==> src/rtl/aes_key_expander.sv <==
// AES-128/192/256 key schedule engine: loads a cipher key and streams the
// expanded words w[0..NW-1] over a valid/ready handshake, one per cycle.

module sbox (
  input  logic [7:0] in_byte,
  output logic [7:0] out_byte
);
  function automatic logic [7:0] gf_mul(input logic [7:0] a, input logic [7:0] b);
    logic [7:0] p;
    logic [7:0] x;
    p = 8'h00;
    x = a;
    for (int k = 0; k < 8; k++) begin
      if (b[k]) p = p ^ x;
      x = {x[6:0], 1'b0} ^ (x[7] ? 8'h1b : 8'h00);
    end
    return p;
  endfunction

  logic [7:0] sq;
  logic [7:0] inv;

  // Multiplicative inverse as x^254 (maps 0 to 0), then the AES affine map.
  always_comb begin
    sq  = in_byte;
    inv = 8'h01;
    for (int k = 1; k < 8; k++) begin
      sq  = gf_mul(sq, sq);
      inv = gf_mul(inv, sq);
    end
    out_byte = inv ^ {inv[6:0], inv[7]} ^ {inv[5:0], inv[7:6]}
             ^ {inv[4:0], inv[7:5]} ^ {inv[3:0], inv[7:4]} ^ 8'h63;
  end
endmodule

module aes_key_expander #(
  parameter int NK = 4
) (
  input  logic            clk,
  input  logic            rst,
  input  logic            start,
  input  logic [32*NK-1:0] key_in,
  output logic            busy,
  output logic            word_valid,
  input  logic            word_ready,
  output logic [31:0]     word_out,
  output logic [5:0]      word_idx,
  output logic            done
);
  localparam int NR = NK + 6;
  localparam int NW = 4 * (NR + 1);
  localparam int IW = $clog2(NK);

  typedef enum logic [1:0] {IDLE, EMIT, FINISH} state_t;

  state_t          state_reg, state_next;
  logic [31:0]     win_reg [NK];
  logic [31:0]     key_words [NK];
  logic [31:0]     word_reg;
  logic [5:0]      idx_reg;
  logic [IW-1:0]   mod_reg;
  logic [7:0]      rcon_reg;
  logic [31:0]     temp_word, sub_in, sub_out, calc_word, next_word;
  logic            key_phase, xfer, last_word;

  generate
    if (!(NK == 4 || NK == 6 || NK == 8)) begin : g_bad_nk
      $error("aes_key_expander: NK must be 4, 6 or 8");
    end
  endgenerate

  genvar gi;
  for (gi = 0; gi < NK; gi++) begin : g_key
    assign key_words[gi] = key_in[32*(NK-gi)-1 -: 32];
  end

  for (gi = 0; gi < 4; gi++) begin : g_sbox
    sbox u_sbox (.in_byte(sub_in[8*gi +: 8]), .out_byte(sub_out[8*gi +: 8]));
  end

  // mod_reg tracks (index of the next word) mod NK; window taps are fixed.
  assign xfer      = (state_reg == EMIT) && word_ready;
  assign last_word = (idx_reg == 6'(NW - 1));
  assign key_phase = (idx_reg < 6'(NK - 1));
  assign temp_word = win_reg[NK-1];
  assign sub_in    = (mod_reg == '0) ? {temp_word[23:0], temp_word[31:24]} : temp_word;

  always_comb begin
    if (mod_reg == '0)
      calc_word = win_reg[0] ^ sub_out ^ {rcon_reg, 24'h0};
    else if (NK == 8 && mod_reg == IW'(4))
      calc_word = win_reg[0] ^ sub_out;
    else
      calc_word = win_reg[0] ^ temp_word;
    next_word = key_phase ? win_reg[mod_reg] : calc_word;
  end

  always_ff @(posedge clk) begin
    if (rst) state_reg <= IDLE;
    else     state_reg <= state_next;
  end

  always_comb begin
    state_next = state_reg;
    case (state_reg)
      IDLE:    if (start) state_next = EMIT;
      EMIT:    if (xfer && last_word) state_next = FINISH;
      FINISH:  state_next = IDLE;
      default: state_next = IDLE;
    endcase
  end

  // Key words stay put in the window until the first derived word; after
  // that every accepted word shifts in and the oldest drops out.
  always_ff @(posedge clk) begin
    if (rst) begin
      for (int k = 0; k < NK; k++) win_reg[k] <= '0;
      word_reg <= '0;
      idx_reg  <= '0;
      mod_reg  <= '0;
      rcon_reg <= '0;
    end else if (state_reg == IDLE && start) begin
      for (int k = 0; k < NK; k++) win_reg[k] <= key_words[k];
      word_reg <= key_words[0];
      idx_reg  <= '0;
      mod_reg  <= IW'(1);
      rcon_reg <= 8'h01;
    end else if (xfer && !last_word) begin
      word_reg <= next_word;
      idx_reg  <= idx_reg + 6'd1;
      mod_reg  <= (mod_reg == IW'(NK - 1)) ? '0 : mod_reg + IW'(1);
      if (!key_phase) begin
        for (int k = 0; k < NK - 1; k++) win_reg[k] <= win_reg[k+1];
        win_reg[NK-1] <= calc_word;
        if (mod_reg == '0)
          rcon_reg <= {rcon_reg[6:0], 1'b0} ^ (rcon_reg[7] ? 8'h1b : 8'h00);
      end
    end
  end

  assign busy       = (state_reg != IDLE);
  assign word_valid = (state_reg == EMIT);
  assign done       = (state_reg == FINISH);
  assign word_out   = word_reg;
  assign word_idx   = idx_reg;
endmodule
==> config.mk <==
export PLATFORM = sky130hd
export DESIGN_NAME = aes_key_expander
export DESIGN_NICKNAME = d
export VERILOG_FILES = /design/src/rtl/aes_key_expander.sv
export SDC_FILE = /design/constraint.sdc
export NUM_CORES = 2
export LEC_CHECK = 0
export BUFFER_PORTS_ARGS = -buffer_cell sky130_fd_sc_hd__buf_2
export CORE_AREA = 2 2 519 521
export CTS_CLUSTER_SIZE = 30
export DETAILED_ROUTE_END_ITERATION = 8
export DIE_AREA = 0 0 521 523
export PLACE_DENSITY_LB_ADDON = 0.05
export SYNTH_ARGS = -nofsm -noshare
export SYNTH_HDL_FRONTEND = slang
export SYNTH_SLANG_ARGS = --single-unit
==> constraint.sdc <==
create_clock -name clk -period 25.7 [get_ports clk]
set_clock_uncertainty 0.1 [all_clocks]
set_input_delay 5.14 -clock clk [delete_from_list [all_inputs] [get_ports clk]]
set_output_delay 5.14 -clock clk [all_outputs]
set_load 0.03 [all_outputs]
==> metrics.cfg <==
[run_status]
outcome = complete, no violations

[grt]
grt.total_usage_pct = 19.3
antenna_found_initial = 12
grt_max_degree = 85
grt-ovfl-total = 0
grt_pass1_vias = 59700
grt_pass1_wl_mm = 411

[flow_run]
maxCapViolCount = 0

[worst_setup_path]
critPathRequiredTime_ps = 25810
worst_path_most_repeated_cell = xnor2_1
cp_data_arrival_time_ps = 22080
crit_buf_inv = 8
critPathTopFamily = XOR/XNOR gates
worstSetupPathType = flop to flop
slowest_delay_ps = 900
end_kind = flop
crit_path_start_kind = flop
crit_fanout = 58
cpMaxStageDelayCell = xnor2_1

[clock_tree]
ctsLongestPathBuffers = 2
cts.sinks = 178
clk_latency_ps = 460
cts_buffers = 17
ctsHoldBuffers = 0
cts_setup_buffers = 0
cts_tree = done
path_clk_slew_ps = 80
htreeDepth = 4
cts-root-buf = clkbuf_16
cts_resized = 0

[hold_path]
hold_path.class = flop to flop

[placement]
place_hpwl_mm = 201
gp_congestion = 0.807
post_dp_cell_area_mm2 = 0.0724
io_buffers = 172
dp_cells = 12100

[logic_synthesis]
synth_top_area_share_pct = 21.3
ys_ff_latch = 178
yosys_warnings = 0
synth_area_mm2 = 0.0666
syn_nets = 8788
synth_largest_area_cell = xnor2_1
ys_types = 120
synthArstFlopShare_pct = 0
ys_top_cells_by_area = xnor2_1, xnor3_1, nor2_1
synthCells = 8633
synth-seq-area-share_pct = 7.28
synth_edf_count = 128
avgSynthCellArea_um2 = 7.71
synth-main-ff-cell = edfxtp_1

[routing]
drt_iter0_drc = 4445
dr.pass1.iters = 6
via_per_inst = 5.15
drtAntennaViolNets = 0
vias = 62300
wl_per_cell_um = 22.6
drt_drc_violations_left = 0
wirelength_mm = 274

[cells_and_area]
fin_nets = 8688
largest_register_ff_count = 128
fin_area_mm2 = 0.0731
fillers = 29100
drive_above_1_share_pct = 11.7
mostFrequentLayoutCell = xnor2_1
syn_to_final_growth_pct = 9.76
final_util_pct = 27.4
final_cell_count_no_fill = 12100
mostFrequentLayoutCells = xnor2_1, nor2_1, nand2_1

[floorplanning]
start_util_pct = 24.9
rows = 190
die_x_um = 521
dieArea_mm2 = 0.272
die_y_um = 523
core_mm2 = 0.267
io_pins = 173

[sta]
rsz0062_at_grt = false
clock.fmax_mhz = 45.5
max_slew_margin_pct = 14.4
period_share_pct = 85.5
worst_slew_pin_slew_ps = 1270
finalMaxSlewViolations = 0
tns_ps = 0
finalHoldViolCount = 0
setup_violations = 0
fin_crit_ps = 21970

-- final cells by class --
type	count	area, µm²	area share, %
Inverter	105	394	0.539
Clock inverter	12	133	0.182
Multi-Input combinational cell	7713	59300	81.2
Timing Repair Buffer	518	3460	4.73
Sequential cell	178	4850	6.63
Antenna cell	7	17.5	0.0240
Clock buffer	20	458	0.627
Tap cell	3552	4440	6.08
-- path summary, 6_finish.rpt --
path                            slack, ps             to         from  depth (start not counted)
worst max-delay path                 3730  win_reg[3][8]   mod_reg[0]                         63
worst min-delay path                  380    rcon_reg[7]  rcon_reg[6]                          2
worst max register to register       3730  win_reg[3][8]   mod_reg[0]                         63
worst min register to register        380    rcon_reg[7]  rcon_reg[6]                          2
-- through the flow --
step           setup WS (ps)  hold WS (ps)
3_5_place_dp            3760           375
5_1_grt                 2070           400
6_report                3730           384
2_1_floorplan           7420           357
4_1_cts                 3680           393
3_3_place_gp            3800           380
-- kinds of logic (layout without fill, tap and decap cells) --
| family | Yosys count | count (layout) | share of synthesized area [%] |
|---|---|---|---|
| muxes | 371 | 371 | 6.61 |
| AOI/OAI and AO/OA | 1904 | 1904 | 19.1 |
| DFF | 178 | 178 | 7.28 |
| xor gates and xnor gates | 2574 | 2574 | 43.4 |
| adders and majority gates | 27 | 27 | 0.493 |
| buffers and inverters | 742 | 655 | 4.69 |
| other | 0 | 7 | 0 |
| and+or+nand+nor | 2837 | 2837 | 18.4 |
-- worst reg2reg max path, delay by kind of cell (launching register included) --
kind | cells | cell delay (ps)
fa+ha+maj | 3 | 1370
simple gates | 11 | 2540
mux | 2 | 520
flops | 1 | 320
compound gates | 9 | 2680
buf+inv | 8 | 3180
xor+xnor | 30 | 10990
-- Yosys cell counts (20+ instances only) --
cell / instances
mux2i_1: 249
xnor2_2: 78
xnor2_1: 1619
a311oi_1: 30
or3_1: 38
nand2b_1: 65
a32oi_1: 38
o211ai_1: 69
inv_1: 81
nand2_1: 939
nor3_1: 213
a211o_1: 25
o22ai_1: 127
nand4_1: 26
o21ai_1: 37
a221oi_1: 61
and3_1: 31
xor2_1: 460
a22oi_1: 64
nor2b_1: 70
edfxtp_1: 128
a22o_1: 106
o21ai_0: 394
nor2_1: 1090
clkbuf_1: 424
xnor3_1: 315
mux2_2: 66
a21o_1: 20
ha_1: 23
a31oi_1: 86
buf_2: 113
a211oi_1: 91
o32ai_1: 37
mux4_2: 39
o21a_1: 35
a21oi_1: 436
or2_2: 22
dfxtp_1: 50
xor3_1: 36
and2_1: 52
o31ai_1: 21
nand3_1: 211
xor2_2: 28
buf_1: 68
-- per-layer routing --
layer / track usage, % / wire, µm
met3: 0.770 / 7960
met4: 2.53 / 3020
met2: 32.0 / 126000
met5: 0 / 55
met1: 28.3 / 136000
Power is not shown: default switching activity piles up to over one toggle a cycle in this logic, so the estimate is an artifact.
